--- src/rtl/placement_unload_if.sv ---
// placement_unload_if
//   Memory read bus (grid, pos_X, pos_Y) and the record output stream of the
//   placement read-back engine.
//   master : the unload engine (drives strobes/addresses and the record)
//   slave  : the memories and the record sink
//   grid_re/grid_addr/grid_dout : grid RAM read port
//   px_*/py_*                   : pos_X / pos_Y RAM read ports
//   o_valid/o_ready             : record handshake
//   o_node/o_x/o_y/o_err        : record fields
interface placement_unload_if;
    logic        grid_re;
    logic [31:0] grid_addr;
    logic [31:0] grid_dout;
    logic        px_re;
    logic [31:0] px_addr;
    logic [31:0] px_dout;
    logic        py_re;
    logic [31:0] py_addr;
    logic [31:0] py_dout;
    logic        o_valid;
    logic        o_ready;
    logic [31:0] o_node;
    logic [31:0] o_x;
    logic [31:0] o_y;
    logic        o_err;

    modport master (
        output grid_re, grid_addr, px_re, px_addr, py_re, py_addr,
               o_valid, o_node, o_x, o_y, o_err,
        input  grid_dout, px_dout, py_dout, o_ready
    );

    modport slave (
        input  grid_re, grid_addr, px_re, px_addr, py_re, py_addr,
               o_valid, o_node, o_x, o_y, o_err,
        output grid_dout, px_dout, py_dout, o_ready
    );
endinterface

--- src/rtl/placement_unload.sv ---
// placement_unload
//   Scans the N*N grid RAM in row-major order (cell address = x*N + y). Every
//   occupied cell is checked against pos_X/pos_Y of the node it holds, and a
//   (node, x, y, err) record is emitted on a valid/ready stream. Records and
//   error records are counted (saturating) per scan.
// Ports
//   clk, reset           : clock, synchronous active-high reset
//   start                : begin a scan (only looked at in IDLE)
//   busy                 : scan in progress, through the DONE cycle
//   done                 : one-cycle pulse at the end of a scan
//   node_count/err_count : records / error records of the current scan
//   bus                  : memory read ports and record stream (master side)
module placement_unload #(
    parameter int N         = 6,
    parameter int POS_DEPTH = 6
) (
    input  logic                      clk,
    input  logic                      reset,
    input  logic                      start,
    output logic                      busy,
    output logic                      done,
    output logic [31:0]               node_count,
    output logic [31:0]               err_count,
    placement_unload_if.master        bus
);
    localparam logic [31:0] EMPTY    = 32'hFFFF_FFFF;
    localparam logic [31:0] NSZ      = 32'(N);
    localparam logic [31:0] LAST     = 32'(N - 1);
    localparam logic [32:0] NODE_LIM = 33'd1 << POS_DEPTH;

    typedef enum logic [3:0] {
        S_IDLE, S_G_RD, S_G_WAIT, S_G_CHK, S_P_RD,
        S_P_WAIT, S_P_CHK, S_EMIT, S_NEXT, S_DONE
    } state_t;

    state_t      r_state, w_state;
    logic [31:0] r_x, w_x;
    logic [31:0] r_y, w_y;
    logic [31:0] r_node, w_node;
    logic        r_err, w_err;
    logic [31:0] r_node_cnt, w_node_cnt;
    logic [31:0] r_err_cnt, w_err_cnt;

    logic        r_busy, r_done;
    logic        r_grid_re, r_p_re;
    logic [31:0] r_grid_addr, r_p_addr;
    logic        r_valid, r_o_err;
    logic [31:0] r_o_node, r_o_x, r_o_y;

    logic        w_oor;
    logic [31:0] w_gaddr;

    // Negative words (EMPTY is filtered first) and ids past the pos RAM depth
    // cannot be looked up, so they become error records without a pos read.
    assign w_oor   = bus.grid_dout[31] || ({1'b0, bus.grid_dout} >= NODE_LIM);
    assign w_gaddr = w_x * NSZ + w_y;

    always_comb begin
        w_state    = r_state;
        w_x        = r_x;
        w_y        = r_y;
        w_node     = r_node;
        w_err      = r_err;
        w_node_cnt = r_node_cnt;
        w_err_cnt  = r_err_cnt;
        case (r_state)
            S_IDLE: begin
                if (start) begin
                    w_x        = '0;
                    w_y        = '0;
                    w_node_cnt = '0;
                    w_err_cnt  = '0;
                    w_state    = S_G_RD;
                end
            end
            S_G_RD:   w_state = S_G_WAIT;
            S_G_WAIT: w_state = S_G_CHK;
            S_G_CHK: begin
                w_node = bus.grid_dout;
                if (bus.grid_dout == EMPTY) begin
                    w_state = S_NEXT;
                end else if (w_oor) begin
                    w_err   = 1'b1;
                    w_state = S_EMIT;
                end else begin
                    w_state = S_P_RD;
                end
            end
            S_P_RD:   w_state = S_P_WAIT;
            S_P_WAIT: w_state = S_P_CHK;
            S_P_CHK: begin
                w_err   = (bus.px_dout != r_x) || (bus.py_dout != r_y);
                w_state = S_EMIT;
            end
            S_EMIT: begin
                if (r_valid && bus.o_ready) begin
                    if (r_node_cnt != '1) w_node_cnt = r_node_cnt + 32'd1;
                    if (r_err && (r_err_cnt != '1)) w_err_cnt = r_err_cnt + 32'd1;
                    w_state = S_NEXT;
                end
            end
            S_NEXT: begin
                if (r_y == LAST) begin
                    w_y = '0;
                    w_x = r_x + 32'd1;
                end else begin
                    w_y = r_y + 32'd1;
                end
                w_state = (r_x == LAST && r_y == LAST) ? S_DONE : S_G_RD;
            end
            S_DONE:  w_state = S_IDLE;
            default: w_state = S_IDLE;
        endcase
    end

    // Outputs are registered from the next-state values so that each strobe
    // and flag is high exactly in the cycle its state is current.
    always_ff @(posedge clk) begin
        if (reset) begin
            r_state     <= S_IDLE;
            r_x         <= '0;
            r_y         <= '0;
            r_node      <= '0;
            r_err       <= 1'b0;
            r_node_cnt  <= '0;
            r_err_cnt   <= '0;
            r_busy      <= 1'b0;
            r_done      <= 1'b0;
            r_grid_re   <= 1'b0;
            r_grid_addr <= '0;
            r_p_re      <= 1'b0;
            r_p_addr    <= '0;
            r_valid     <= 1'b0;
            r_o_node    <= '0;
            r_o_x       <= '0;
            r_o_y       <= '0;
            r_o_err     <= 1'b0;
        end else begin
            r_state    <= w_state;
            r_x        <= w_x;
            r_y        <= w_y;
            r_node     <= w_node;
            r_err      <= w_err;
            r_node_cnt <= w_node_cnt;
            r_err_cnt  <= w_err_cnt;
            r_busy     <= (w_state != S_IDLE);
            r_done     <= (w_state == S_DONE);
            r_grid_re  <= (w_state == S_G_RD);
            if (w_state == S_G_RD) r_grid_addr <= w_gaddr;
            r_p_re     <= (w_state == S_P_RD);
            if (w_state == S_P_RD) r_p_addr <= w_node;
            r_valid    <= (w_state == S_EMIT);
            // Fields load once on entering EMIT and hold through any stall.
            if (w_state == S_EMIT && r_state != S_EMIT) begin
                r_o_node <= w_node;
                r_o_x    <= r_x;
                r_o_y    <= r_y;
                r_o_err  <= w_err;
            end
        end
    end

    assign busy          = r_busy;
    assign done          = r_done;
    assign node_count    = r_node_cnt;
    assign err_count     = r_err_cnt;
    assign bus.grid_re   = r_grid_re;
    assign bus.grid_addr = r_grid_addr;
    assign bus.px_re     = r_p_re;
    assign bus.py_re     = r_p_re;
    assign bus.px_addr   = r_p_addr;
    assign bus.py_addr   = r_p_addr;
    assign bus.o_valid   = r_valid;
    assign bus.o_node    = r_o_node;
    assign bus.o_x       = r_o_x;
    assign bus.o_y       = r_o_y;
    assign bus.o_err     = r_o_err;
endmodule

--- src/flat_wrapper.sv ---
// flat-port wrapper written by rule: the top's interface ports become plain ports
module placement_unload_flat 
#(
    parameter int N         = 6,
    parameter int POS_DEPTH = 6
)
  (clk, reset, start, busy, done, node_count, err_count, bus_grid_re, bus_grid_addr, bus_px_re, bus_px_addr, bus_py_re, bus_py_addr, bus_o_valid, bus_o_node, bus_o_x, bus_o_y, bus_o_err, bus_grid_dout, bus_px_dout, bus_py_dout, bus_o_ready);
  placement_unload_if bus_i ();
  input  logic clk;
  input  logic reset;
  input  logic start;
  output logic busy;
  output logic done;
  output logic [31:0] node_count;
  output logic [31:0] err_count;
  output wire logic [$bits(bus_i.grid_re)-1:0] bus_grid_re;
  output wire logic [$bits(bus_i.grid_addr)-1:0] bus_grid_addr;
  output wire logic [$bits(bus_i.px_re)-1:0] bus_px_re;
  output wire logic [$bits(bus_i.px_addr)-1:0] bus_px_addr;
  output wire logic [$bits(bus_i.py_re)-1:0] bus_py_re;
  output wire logic [$bits(bus_i.py_addr)-1:0] bus_py_addr;
  output wire logic [$bits(bus_i.o_valid)-1:0] bus_o_valid;
  output wire logic [$bits(bus_i.o_node)-1:0] bus_o_node;
  output wire logic [$bits(bus_i.o_x)-1:0] bus_o_x;
  output wire logic [$bits(bus_i.o_y)-1:0] bus_o_y;
  output wire logic [$bits(bus_i.o_err)-1:0] bus_o_err;
  input wire logic [$bits(bus_i.grid_dout)-1:0] bus_grid_dout;
  input wire logic [$bits(bus_i.px_dout)-1:0] bus_px_dout;
  input wire logic [$bits(bus_i.py_dout)-1:0] bus_py_dout;
  input wire logic [$bits(bus_i.o_ready)-1:0] bus_o_ready;
  assign bus_grid_re = bus_i.grid_re;
  assign bus_grid_addr = bus_i.grid_addr;
  assign bus_px_re = bus_i.px_re;
  assign bus_px_addr = bus_i.px_addr;
  assign bus_py_re = bus_i.py_re;
  assign bus_py_addr = bus_i.py_addr;
  assign bus_o_valid = bus_i.o_valid;
  assign bus_o_node = bus_i.o_node;
  assign bus_o_x = bus_i.o_x;
  assign bus_o_y = bus_i.o_y;
  assign bus_o_err = bus_i.o_err;
  assign bus_i.grid_dout = bus_grid_dout;
  assign bus_i.px_dout = bus_px_dout;
  assign bus_i.py_dout = bus_py_dout;
  assign bus_i.o_ready = bus_o_ready;
  placement_unload #(.N(N), .POS_DEPTH(POS_DEPTH)) u_core (.clk(clk), .reset(reset), .start(start), .busy(busy), .done(done), .node_count(node_count), .err_count(err_count), .bus(bus_i));
endmodule
--- config.mk ---
export PLATFORM = sky130hd
export DESIGN_NAME = placement_unload_flat
export DESIGN_NICKNAME = d
export VERILOG_FILES = /design/src/rtl/placement_unload_if.sv /design/src/rtl/placement_unload.sv /design/src/flat_wrapper.sv
export SDC_FILE = /design/constraint.sdc
export NUM_CORES = 1
export LEC_CHECK = 0
export ABC_CLOCK_PERIOD_IN_PS = 15100
export BUFFER_PORTS_ARGS = -buffer_cell sky130_fd_sc_hd__buf_2
export CORE_MARGIN = 2
export CORE_UTILIZATION = 25
export DETAILED_ROUTE_END_ITERATION = 10
export PLACE_DENSITY = 0.51
export SLEW_MARGIN = 20
export SYNTH_ARGS = -nofsm -noshare
export SYNTH_HDL_FRONTEND = slang
export SYNTH_SLANG_ARGS = --single-unit
export TNS_END_PERCENT = 50
--- constraint.sdc ---
create_clock -name clk -period 15.1 [get_ports clk]
set_input_delay 1.51 -clock clk [delete_from_list [all_inputs] [get_ports clk]]
set_output_delay 1.51 -clock clk [all_outputs]
set_load 0.02 [all_outputs]
After elaboration in Yosys (flattened, before gate mapping) --
Index checks and enable logic that the tools add are counted. Widths: inputs -> output; s select.
Operators by class: add/subtract/negate cells 5, multipliers 1, magnitude comparators 1, equal/unequal tests 24, muxes and demuxes 23, reduce and logical (&&, ||, !) cells 11
Operators by type and width (number):
- $mux 32 | 10
- $pmux 32 s2 | 4
- $add 32x1->32 const B | 4
- $eq 32x3->1 const B | 2
- $ne 32x32->1 | 2
- $ne 32x32->1 const B | 2
- $pmux 4 s9 | 1
- $add 32x32->32 | 1
- $eq 32x32->1 const B | 1
- $ge 32x7->1 const B | 1
- $mul 32x2->31 const B | 1
- $eq 4x3->1 const B | 6
- $mux 4 | 4
- $eq 4x1->1 const B | 2
- $eq 4x2->1 const B | 2
- $eq 4x4->1 const B | 2
- $reduce_and 4->1 | 2
- $ne 2x1->1 const B | 3
- $logic_and 1x1->1 | 4
- $logic_not 4->1 | 1
- $ne 4x3->1 const B | 1
- $reduce_bool 4->1 | 1
- $logic_or 1x1->1 | 2
- $mux 1 | 2
- 4 further kinds | 4
Storage, ports and cells: register bits after elaboration 331, input port bits 100, output and inout port bits 263, logic and storage cells 83

Depth between registers and ports, before layout --
Gate-level depths: netlist of run 1.
depth after elaboration 7, gate-level depth with buffers 35, depth with buffers taken out 32

Worst setup path after synthesis of run 1 --
No wires, ideal clock.
kind input port to flip-flop, start input start, end register u_core.r_grid_addr[31] (netlist: u_core.bus.grid_addr[31]), library setup time 70 ps, data arrival time 6560 ps, data required time 15030 ps, path slack 8470 ps, stages on the path 29, path buffers 1, cells stage by stage nor2_1 > nor2_1 > clkbuf_1 > a21oi_1 > a21oi_1 > inv_1 > ha_1 > inv_1 > fa_1 > nor2b_1 > o21ai_0 > a21boi_0 > o32a_1 > a21oi_1 > o21bai_1 > a21oi_1 > o21bai_1 > xor2_1 > ha_1 > and3_1 > and3_1 > a211oi_1 > o21a_1 > o41ai_2 > a211o_1 > o211ai_1 > o2bb2ai_1 > xnor3_1 > a21oi_1
Between the ends: word-level cells in the longest chain between the ends 4, elaborated cells on any way between the ends 9, classes of those cells add/sub: 1; mul: 1; eq/ne: 1; mux: 6
RTL lines:
- start: declaration | RTL line flat_wrapper.sv:11 | input logic start;
- $mux 32 | RTL line placement_unload.sv:68 | if (start) begin
- $pmux 32 s2 | RTL line placement_unload.sv:66 | case (r_state)
- named net u_core.w_x[1] | RTL line placement_unload.sv:37 | logic [31:0] r_x, w_x;
- $mul 32x2->31 | RTL line placement_unload.sv:56 | assign w_gaddr = w_x * NSZ + w_y;
- $add 32x32->32 | RTL line placement_unload.sv:56
- end signal: assignment | RTL line placement_unload.sv:149 | if (w_state == S_G_RD) r_grid_addr <= w_gaddr;
- end: declaration | RTL line placement_unload.sv:46 | logic [31:0] r_grid_addr, r_p_addr;
The timed path passes the listed nets, and every way through them passes these cells. A chain may end at the register's enable or synchronous reset.

Worst setup path after layout of run 1 --
start register u_core.r_y[0], end register u_core.r_grid_addr[31] (netlist: u_core.bus.grid_addr[31])
Between the ends: word-level cells in the longest chain between the ends 5, elaborated cells on any way between the ends 13, classes of those cells add/sub: 2; mul: 1; eq/ne: 2; mux: 7; reduce/logical: 1
RTL lines:
- start: declaration | RTL line placement_unload.sv:38 | logic [31:0] r_y, w_y;
- start signal: assignment | RTL line placement_unload.sv:141 | r_y <= w_y;
- $eq 32x3->1 | RTL line placement_unload.sv:103 | if (r_y == LAST) begin
- $mux 32 | RTL line placement_unload.sv:103
- $pmux 32 s2 | RTL line placement_unload.sv:66
- named net u_core.w_x[1] | RTL line placement_unload.sv:37
- $mul 32x2->31 | RTL line placement_unload.sv:56
- $add 32x32->32 | RTL line placement_unload.sv:56
The timed path passes the listed nets, and every way through them passes these cells.

==> results.json, run 1 <==
{
  "outcome": "completed",
  "routed_wl_um": 63700,
  "clock-sinks": 331,
  "max_slew_margin": 0.337,
  "ys.warnings.count": 0,
  "via_count": 15900,
  "root_buffer": "sky130_fd_sc_hd__clkbuf_16",
  "r2r_setup_slack_ns": 7.73,
  "path_class": "reg2reg",
  "vdd_drop_max_v": 0.0000696,
  "skew_pair_late_insertion_delay_ns": 0.59,
  "sequential_cell_area_sq_um": 6630,
  "worst-endpoint-arrival_ns": 7.88,
  "synth_top_cell_by_area": "sky130_fd_sc_hd__dfxtp_1",
  "start_kind": "register",
  "final_antenna_violating_net_count": 0,
  "synthMostInstantiatedCell": "sky130_fd_sc_hd__dfxtp_1",
  "transition_time_at_the_pin_with_the_least_slew_margin_ns": 0.982,
  "die-height_um": 266,
  "kind_of_path_behind_the_tightest_hold_check": "reg2reg",
  "power_per_cell_area_nw_per_um2": 103,
  "die_w_um": 266,
  "layout_min_cycle_time_ns": 7.37,
  "final.setup.worst_slack_ns": 7.73,
  "finalCoreUtilization": 0.305,
  "synth_fp_nets": 2272,
  "post_synth_instance_area_sq_um": 17100,
  "clk_transition_reported_paths_ns": 0.06,
  "num_rows": 96,
  "synth_sequential_area_ratio": 0.387,
  "global_route_usage_over_all_layers": 0.175,
  "final-instance-count-excl-fill": 3284,
  "htreeDepth": 2,
  "design.final.nets": 2537,
  "worstSetupEndpointType": "register",
  "synth.ff_latch_count": 331,
  "synth-edff-count": 0,
  "report.final.slew_viol_count": 0,
  "cts_made_buffers": 41,
  "postSynth.asyncResetShare": 0,
  "initial_core_util": 0.251,
  "globalRoute.totalOverflow": 0,
  "cts_setup_buffers": 0,
  "grt_pass1_wl_um": 95600,
  "post-dp-hpwl_um": 49000,
  "avgViaCountPerCell": 4.83,
  "placeable_core_region_sq_um": 68200,
  "clockBufferDepth": 3,
  "crit-reg2reg-launch": "u_core.r_y[0]",
  "largest_net_degree_at_the_start_of_global_routing": 71,
  "post_route_cells_drive_above_1_share": 0.196,
  "report.final.hold_viol_count": 0,
  "post-place-ws_ns": 7.77,
  "synth.area.top_cells": "sky130_fd_sc_hd__dfxtp_1 (39%), sky130_fd_sc_hd__nand2_1 (6.4%), sky130_fd_sc_hd__xnor2_1 (6.3%)",
  "drt_pass1_iterations": 5,
  "ctsHoldBuffers": 0,
  "synthesis.area_per_instance_sq_um": 8.14,
  "wl_per_cell_um": 19.4,
  "maxClockFrequency_ghz": 0.136,
  "fin_worst_skew_ns": 0.0396,
  "multi_input_comb_area_sq_um": 9590,
  "initial_antenna_violation_count": 5,
  "finalHoldWorstSlack_ns": 0.447,
  "cp_max_fo": 43,
  "synthDominantCellAreaShare": 0.387,
  "timing.hold.worst.start": "u_core.bus.o_x[21]",
  "cp_common_cell": "sky130_fd_sc_hd__a21oi_1",
  "synthesis.instances": 2105,
  "crit_slowest_cell": "sky130_fd_sc_hd__or2_2",
  "placedCellCount": 3209,
  "fp.dieArea_sq_um": 70700,
  "drt_drc_violations_left": 0,
  "setup_repair_after_global_routing_missed_its_margin": "false",
  "num-fill-cells": 7314,
  "io-pin-count": 363,
  "yosys-top-cells-count": "sky130_fd_sc_hd__dfxtp_1 (331), sky130_fd_sc_hd__nand2_1 (294), sky130_fd_sc_hd__nor2_1 (212)",
  "p_leak_nw": 8.75,
  "tritoncts": "done",
  "synth_ff_type": "sky130_fd_sc_hd__dfxtp_1",
  "ctsResizeCount": 0,
  "critPathRequiredTime_ns": 15.61,
  "final-setup-viol-count": 0,
  "max_cap_viols": 0,
  "period_share": 0.488,
  "synth.distinct_cells": 76,
  "routabilityCongestion": 0.891,
  "worst_setup_path_startpoint": "u_core.r_y[0]",
  "drt_iter0_markers": 996,
  "cpPeakStageDelay_ns": 0.67,
  "timing.setup.tns_ns": 0,
  "syn_to_final_growth_pct": 21.2,
  "first_global_vias": 15100,
  "port_buffers": 362
}
==> power by group <==
group	leakage (nW)	total [mW]	internal, mW	switching [mW]
Sequential	2.67	0.909	0.895	0.0134
Clock	0.660	0.998	0.590	0.408
Combinational	5.43	0.237	0.0681	0.169
==> state kept, by name (all words and copies together), names as in the netlist, 4 cells and up, named ones only <==
name	cells
u_core.r_y	32
u_core.bus.o_node	32
u_core.r_node	32
u_core.r_state	4
u_core.err_count	32
u_core.bus.px_addr	32
u_core.r_x	31
u_core.bus.o_y	32
u_core.bus.grid_addr	32
u_core.bus.o_x	32
u_core.node_count	32
==> cells by family after synthesis <==
group                      share of synthesized area
adders and majority gates                     0.0498
xor gates and xnor gates                      0.0851
buffers and inverters                         0.0552
and+or+nand+nor                                0.253
AOI/OAI and AO/OA                              0.146
muxes                                         0.0247
DFF                                            0.387
==> critical path, delay by kind of cell, from the launching register on <==
| kind | cells | cell delay (ns) |
|---|---|---|
| AOI/OAI and AO/OA | 16 | 3.26 |
| xor gates and xnor gates | 2 | 0.57 |
| adders and majority gates | 4 | 0.97 |
| buffers and inverters | 2 | 0.18 |
| DFF | 1 | 0.51 |
| and+or+nand+nor | 7 | 1.81 |
==> final cells by class <==
cell class / instances / area share
Multi-Input combinational cell: 1575 / 0.461
Tap cell: 882 / 0.0531
Clock inverter: 13 / 0.00746
Antenna cell: 3 / 0.000361
Inverter: 43 / 0.00777
Sequential cell: 331 / 0.319
Timing Repair Buffer: 378 / 0.0932
Clock buffer: 59 / 0.0580
==> placed cells by master (no fill, tap or decap), types with 7 or more instances in the layout <==
master	Yosys	layout
sky130_fd_sc_hd__clkbuf_8	0	9
sky130_fd_sc_hd__nor2_1	212	210
sky130_fd_sc_hd__clkbuf_1	75	8
sky130_fd_sc_hd__or4_1	7	7
sky130_fd_sc_hd__and4_1	13	13
sky130_fd_sc_hd__buf_2	30	361
sky130_fd_sc_hd__o21a_1	9	9
sky130_fd_sc_hd__buf_4	41	16
sky130_fd_sc_hd__ha_1	65	65
sky130_fd_sc_hd__inv_1	43	43
sky130_fd_sc_hd__nand3_1	71	71
sky130_fd_sc_hd__a31oi_1	10	10
sky130_fd_sc_hd__dfxtp_1	331	331
sky130_fd_sc_hd__nor2b_1	9	9
sky130_fd_sc_hd__o31ai_1	19	19
sky130_fd_sc_hd__a21boi_0	7	7
sky130_fd_sc_hd__nand2_1	294	293
sky130_fd_sc_hd__o211ai_1	9	9
sky130_fd_sc_hd__a211oi_1	45	45
sky130_fd_sc_hd__o21bai_1	15	15
sky130_fd_sc_hd__xor2_1	41	41
sky130_fd_sc_hd__nor3_1	19	18
sky130_fd_sc_hd__mux2i_1	39	39
sky130_fd_sc_hd__a21o_1	21	21
sky130_fd_sc_hd__clkbuf_16	0	42
sky130_fd_sc_hd__nor4_1	29	29
sky130_fd_sc_hd__o21ai_0	73	72
sky130_fd_sc_hd__or3_1	22	21
sky130_fd_sc_hd__and2_1	92	92
sky130_fd_sc_hd__a21oi_1	168	168
sky130_fd_sc_hd__xnor2_1	123	123
sky130_fd_sc_hd__nand4_1	59	59
sky130_fd_sc_hd__and3_1	26	26
sky130_fd_sc_hd__o21ai_1	9	10
==> stage by stage <==
step	power, mW	area (sq um)
floorplan	1.08	17100
global route	2.24	20800
CTS	2.18	20800
finish	2.14	20800
detailed placement	1.17	19400
global placement	1.17	19400
==> path summary, 6_finish.rpt <==
path | to | cells after the start
setup / recovery | u_core.bus.grid_addr[31] | 31
hold / removal | u_core.bus.o_x[21] | 2
setup reg to reg | u_core.bus.grid_addr[31] | 31
hold reg to reg | u_core.bus.o_x[21] | 2
==> layer usage <==
metal | wire, um | global-route usage | part of all wire | vias up
li1 | - | - | - | 7814
met1 | 30200 | 0.242 | 0.47 | 7605
met2 | 28800 | 0.278 | 0.45 | 362
met3 | 3000 | 0.0277 | 0.047 | 87
met4 | 1700 | 0.0536 | 0.027 | 0
met5 | 0 | 0 | 0 | -
Power figures use the tool's default switching activity.
==> run 2: changes to the inputs <==
ABC_CLOCK_PERIOD_IN_PS = 7600   (was 15100)
clock period = 7.6 ns   (was 15.1 ns; I/O delays follow)
==> run 2 against run 1 <==
Against the previous run:
- core utilization is 0.053 points higher
- worst setup slack got worse by 7.0 ns
- cell area is 0.17% higher
- final cell count up 0.21%
- combinational power increased by 100%
- clock-buffer cell count unchanged
- worst hold slack improved by 0.0022 ns
- fmax rose by 7.0%
- sequential share of layout area fell by 0.056 points
- largest cell class unchanged
- highest routed layer unchanged
==> results.json, run 2 (same netlist as run 1, synthesis figures left out) <==
{
  "final-setup-viol-count": 0,
  "die-height_um": 266,
  "fin_worst_skew_ns": 0.0113,
  "skew_pair_late_insertion_delay_ns": 0.57,
  "drt_drc_violations_left": 0,
  "timing.hold.worst.start": "u_core.bus.o_y[11]",
  "worst-endpoint-arrival_ns": 7.39,
  "avgViaCountPerCell": 4.85,
  "critPathRequiredTime_ns": 8.10,
  "layout_min_cycle_time_ns": 6.89,
  "post_route_cells_drive_above_1_share": 0.199,
  "drt_pass1_iterations": 5,
  "outcome": "completed",
  "kind_of_path_behind_the_tightest_hold_check": "reg2reg",
  "hold-path-cell-count": 2,
  "setup_repair_after_global_routing_missed_its_margin": "false",
  "r2r_end": "u_core.bus.grid_addr[31]",
  "cp_common_cell": "sky130_fd_sc_hd__a21oi_1",
  "initial_core_util": 0.251,
  "routed_wl_um": 63500,
  "cp_max_fo": 8,
  "worst-r2r-cell-count": 28,
  "cts_setup_buffers": 0,
  "wl_per_cell_um": 19.3,
  "power_per_cell_area_nw_per_um2": 204,
  "io-pin-count": 363,
  "cpPeakStageDelay_ns": 0.49,
  "cts_made_buffers": 41,
  "routabilityCongestion": 0.906,
  "worstSetupEndpointType": "register",
  "clockBufferDepth": 3,
  "grt_pass1_wl_um": 93800,
  "globalRoute.totalOverflow": 0,
  "first_global_vias": 14900,
  "start_kind": "register",
  "largest_net_degree_at_the_start_of_global_routing": 78,
  "die_w_um": 266,
  "period_share": 0.907,
  "tritoncts": "done",
  "placedCellCount": 3215,
  "report.final.hold_viol_count": 0,
  "design.final.nets": 2543,
  "maxClockFrequency_ghz": 0.145,
  "crit-reg2reg-launch": "u_core.r_y[0]",
  "vdd_drop_max_v": 0.000139,
  "via_count": 15900,
  "clk_transition_reported_paths_ns": 0.06,
  "num_rows": 96,
  "p_leak_nw": 8.79,
  "final_antenna_violating_net_count": 0,
  "clock-sinks": 331,
  "num-fill-cells": 7275,
  "root_buffer": "sky130_fd_sc_hd__clkbuf_16",
  "drt_iter0_markers": 1060,
  "report.final.slew_viol_count": 0,
  "fp.dieArea_sq_um": 70700,
  "global_route_usage_over_all_layers": 0.172,
  "whs_endpoint": "u_core.bus.o_y[11]",
  "ctsHoldBuffers": 0,
  "finalHoldWorstSlack_ns": 0.449,
  "timing.setup.tns_ns": 0,
  "crit_slowest_cell": "sky130_fd_sc_hd__dfxtp_1",
  "htreeDepth": 2,
  "initial_antenna_violation_count": 5,
  "post-dp-hpwl_um": 48800,
  "final-instance-count-excl-fill": 3291,
  "most-common-layout-cells": "sky130_fd_sc_hd__buf_2 (361), sky130_fd_sc_hd__dfxtp_1 (331), sky130_fd_sc_hd__nand2_1 (293)",
  "max_cap_viols": 0,
  "syn_to_final_growth_pct": 21.5,
  "max_slew_margin": 0.276,
  "path_class": "reg2reg",
  "r2r_setup_slack_ns": 0.71,
  "finalCoreUtilization": 0.305,
  "port_buffers": 362,
  "placeable_core_region_sq_um": 68200,
  "transition_time_at_the_pin_with_the_least_slew_margin_ns": 1.09,
  "mostFrequentLayoutCell": "sky130_fd_sc_hd__buf_2"
}
-- run 2: worst max-delay path by stage --
stage,from,end,cells past startpoint
after floorplan,u_core.r_y[0],u_core.bus.grid_addr[31],34
after global placement,u_core.r_y[0],u_core.bus.grid_addr[31],29
after detailed placement,u_core.r_y[0],u_core.bus.grid_addr[31],29
after CTS,u_core.r_y[0],u_core.bus.grid_addr[31],29
after global routing,u_core.r_y[0],u_core.bus.grid_addr[31],29
final,u_core.r_y[0],u_core.bus.grid_addr[31],28
-- run 2: what timing repair did --
action / in CTS / in global routing
endpoints found under the setup margin: 0 / 3
hold endpoints to repair: 0 / 0
resized for setup: 0 / 5
-- run 2: layout make-up --
class / count / area (sq um) / share of cell area
Clock buffer: 59 / 1190 / 0.0573
Inverter: 43 / 161 / 0.00775
Timing Repair Buffer: 384 / 1980 / 0.0952
Sequential cell: 331 / 6630 / 0.318
Tap cell: 882 / 1100 / 0.0530
Antenna cell: 3 / 7.51 / 0.000361
Multi-Input combinational cell: 1575 / 9610 / 0.461
Clock inverter: 14 / 140 / 0.00673
-- run 2: power by group --
part           leakage, nW  total (mW)  switching [mW]  internal, mW
logic                 5.46       0.482           0.343         0.139
clock network        0.655        1.96           0.822          1.14
registers             2.67        1.80          0.0256          1.78
total                 8.79        4.25            1.19          3.05
-- run 2: per-layer routing --
metal,global-route usage,up-vias,routed length (um)
met4,0.0627,0,2040
met2,0.269,454,28600
met1,0.236,7576,29400
li1,-,7831,-
met5,0,-,0
met3,0.0321,88,3520
-- run 2: critical path, delay by kind of cell, from the launching register on --
family / cells / cell delay (ns)
AOI/OAI and AO/OA: 15 / 2.81
and+or+nand+nor: 8 / 2.20
adders and majority gates: 3 / 0.81
xor gates and xnor gates: 2 / 0.50
DFF: 1 / 0.49
-- run 2: through the flow --
step	instance area (sq um)	setup WS [ns]	power [mW]
finish	20800	0.709	4.25
global route	20800	0.0409	4.42
CTS	20800	0.463	4.32
detailed placement	19500	0.514	2.33
global placement	19500	0.565	2.33
floorplan	17100	1.08	2.14
==> run 3: changes to the inputs <==
==> constraint.sdc (replaced) <==
create_clock -name clk -period 7.6 [get_ports clk]
set_input_delay 1.52 -clock clk [delete_from_list [all_inputs] [get_ports clk]]
set_output_delay 1.52 -clock clk [all_outputs]
set_load 0.02 [all_outputs]
==> run 3 against run 2 <==
Against the previous run:
- die area stayed put
- routed wire length about the same
- global-route usage about the same
- clock skew increased by 0.0030 ns
- fmax is 0.81% lower
- worst hold slack improved by 0.00053 ns
- via count increased by 0.24%
- first-iteration DRC count is 5.8% lower
- largest cell class unchanged
- clock power is essentially flat
- non-clock buffer count up 16
==> results.json, run 3 (same netlist as run 1, synthesis figures left out) <==
{
  "worst_setup_path_startpoint": "u_core.r_y[0]",
  "most-common-layout-cells": "sky130_fd_sc_hd__buf_2 (361), sky130_fd_sc_hd__dfxtp_1 (331), sky130_fd_sc_hd__nand2_1 (293)",
  "drt_iter0_markers": 999,
  "skew_pair_late_insertion_delay_ns": 0.56,
  "vdd_drop_max_v": 0.000126,
  "post-dp-hpwl_um": 48700,
  "first_global_vias": 14800,
  "placeable_core_region_sq_um": 68200,
  "power.total_mw": 4.20,
  "ctsHoldBuffers": 0,
  "largest_net_degree_at_the_start_of_global_routing": 88,
  "timing.setup.tns_ns": 0,
  "power_per_cell_area_nw_per_um2": 201,
  "report.final.slew_viol_count": 0,
  "htreeDepth": 2,
  "port_buffers": 362,
  "worst-r2r-cell-count": 29,
  "clk_transition_reported_paths_ns": 0.06,
  "p_leak_nw": 8.85,
  "wl_per_cell_um": 19.2,
  "setup_repair_after_global_routing_missed_its_margin": "false",
  "outcome": "completed",
  "fin_worst_skew_ns": 0.0143,
  "cp_common_cell": "sky130_fd_sc_hd__a21oi_1",
  "crit_slowest_cell": "sky130_fd_sc_hd__dfxtp_1",
  "initial_antenna_violation_count": 4,
  "grt_pass1_wl_um": 94200,
  "clock-sinks": 331,
  "cpPeakStageDelay_ns": 0.52,
  "maxClockFrequency_ghz": 0.144,
  "tritoncts": "done",
  "global_route_usage_over_all_layers": 0.172,
  "die_w_um": 266,
  "final_antenna_violating_net_count": 0,
  "avgViaCountPerCell": 4.84,
  "cts_made_buffers": 40,
  "num_rows": 96,
  "r2r_setup_slack_ns": 0.65,
  "clockBufferDepth": 3,
  "post_route_cells_drive_above_1_share": 0.203,
  "path_class": "reg2reg",
  "root_buffer": "sky130_fd_sc_hd__clkbuf_16",
  "crit-reg2reg-launch": "u_core.r_y[0]",
  "layout_min_cycle_time_ns": 6.95,
  "drt_pass1_iterations": 5,
  "kind_of_path_behind_the_tightest_hold_check": "reg2reg",
  "design.final.nets": 2558,
  "worst-endpoint-arrival_ns": 7.44,
  "die-height_um": 266,
  "syn_to_final_growth_pct": 21.9,
  "drt_drc_violations_left": 0,
  "transition_time_at_the_pin_with_the_least_slew_margin_ns": 1.05,
  "r2r_end": "u_core.bus.grid_addr[31]",
  "fp.dieArea_sq_um": 70700,
  "globalRoute.totalOverflow": 0,
  "io-pin-count": 363,
  "mostFrequentLayoutCell": "sky130_fd_sc_hd__buf_2",
  "worstSetupEndpointType": "register",
  "start_kind": "register",
  "via_count": 16000,
  "critical_path.endpoint": "u_core.bus.grid_addr[31]",
  "num-fill-cells": 7282,
  "initial_core_util": 0.251,
  "routabilityCongestion": 0.919,
  "report.final.hold_viol_count": 0,
  "routed_wl_um": 63500,
  "cp_max_fo": 8,
  "critPathRequiredTime_ns": 8.09,
  "final-setup-viol-count": 0,
  "period_share": 0.914,
  "max_cap_viols": 0,
  "max_slew_margin": 0.299
}
## run 3: cell count changes in the layout (fill, tap and decap cells not counted), sizes merged
cell	previous run	this run
inv	49	43
buf	384	400
clkinvlp	2	4
clkinv	5	8
clkbuf	59	55
diode	3	2
bufinv	1	2
## run 3: final cells by class
| class | instances | area, sq um | share of cell area |
|---|---|---|---|
| Multi-Input combinational cell | 1575 | 9600 | 0.459 |
| Clock buffer | 55 | 1160 | 0.0555 |
| Sequential cell | 331 | 6630 | 0.317 |
| Timing Repair Buffer | 400 | 2100 | 0.101 |
| Antenna cell | 2 | 5.00 | 0.000239 |
| Inverter | 43 | 161 | 0.00772 |
| Clock inverter | 14 | 145 | 0.00694 |
| Tap cell | 882 | 1100 | 0.0528 |
## run 3: worst min path at each step
stage	to	startpoint	depth (start not counted)
6_report	u_core.bus.o_y[24]	u_core.bus.o_y[24]	2
5_1_grt	u_core.bus.o_x[8]	u_core.bus.o_x[8]	2
4_1_cts	u_core.bus.o_y[22]	u_core.bus.o_y[22]	2
3_5_place_dp	u_core.bus.grid_addr[25]	u_core.bus.grid_addr[25]	2
3_3_place_gp	u_core.bus.o_y[22]	u_core.bus.o_y[22]	2
2_1_floorplan	u_core.r_node[10]	u_core.r_node[10]	2
## run 3: per-layer routing
| layer | wire length (um) | GRT usage | vias up | share of wire |
|---|---|---|---|---|
| li1 | - | - | 7836 | - |
| met1 | 29500 | 0.238 | 7653 | 0.46 |
| met2 | 28900 | 0.273 | 411 | 0.45 |
| met3 | 3470 | 0.0311 | 87 | 0.055 |
| met4 | 1700 | 0.0518 | 0 | 0.027 |
| met5 | 0 | 0 | - | 0 |
## run 3: through the flow
stage / cells / setup WS, ns / hold WS [ns] / area [sq um] / utilization
after floorplan: 2105 / 0.960 / 0.461 / 17100 / -
after global placement: 3231 / 0.470 / 0.439 / 19600 / 0.287
after detailed placement: 3231 / 0.454 / 0.443 / 19600 / 0.287
after CTS: 3300 / 0.450 / 0.452 / 20900 / 0.306
after global routing: 3302 / 0.0841 / 0.465 / 20900 / 0.306
final: 3302 / 0.652 / 0.450 / 20900 / 0.306
## run 3: report_power, final
group / leakage (nW) / internal, mW / total (mW) / switching, mW
Sequential: 2.67 / 1.78 / 1.81 / 0.0269
Combinational: 5.55 / 0.136 / 0.472 / 0.336
Clock: 0.632 / 1.14 / 1.93 / 0.791
## run 3: critical path, delay by kind of cell (launching register included)
kind            cells  cell delay, ns
compound gates     13            2.24
buf+inv             1            0.18
flops               1            0.52
mux                 1            0.47
xor+xnor            2            0.48
simple gates        9            2.14
fa+ha+maj           3            0.82
## run 3: what timing repair did
| item | CTS | global route |
|---|---|---|
| hold endpoints to repair | 0 | 0 |
| gates resized for setup | 0 | 2 |
| setup endpoints to repair | 0 | 1 |
| buffers inserted | 0 | 0 |
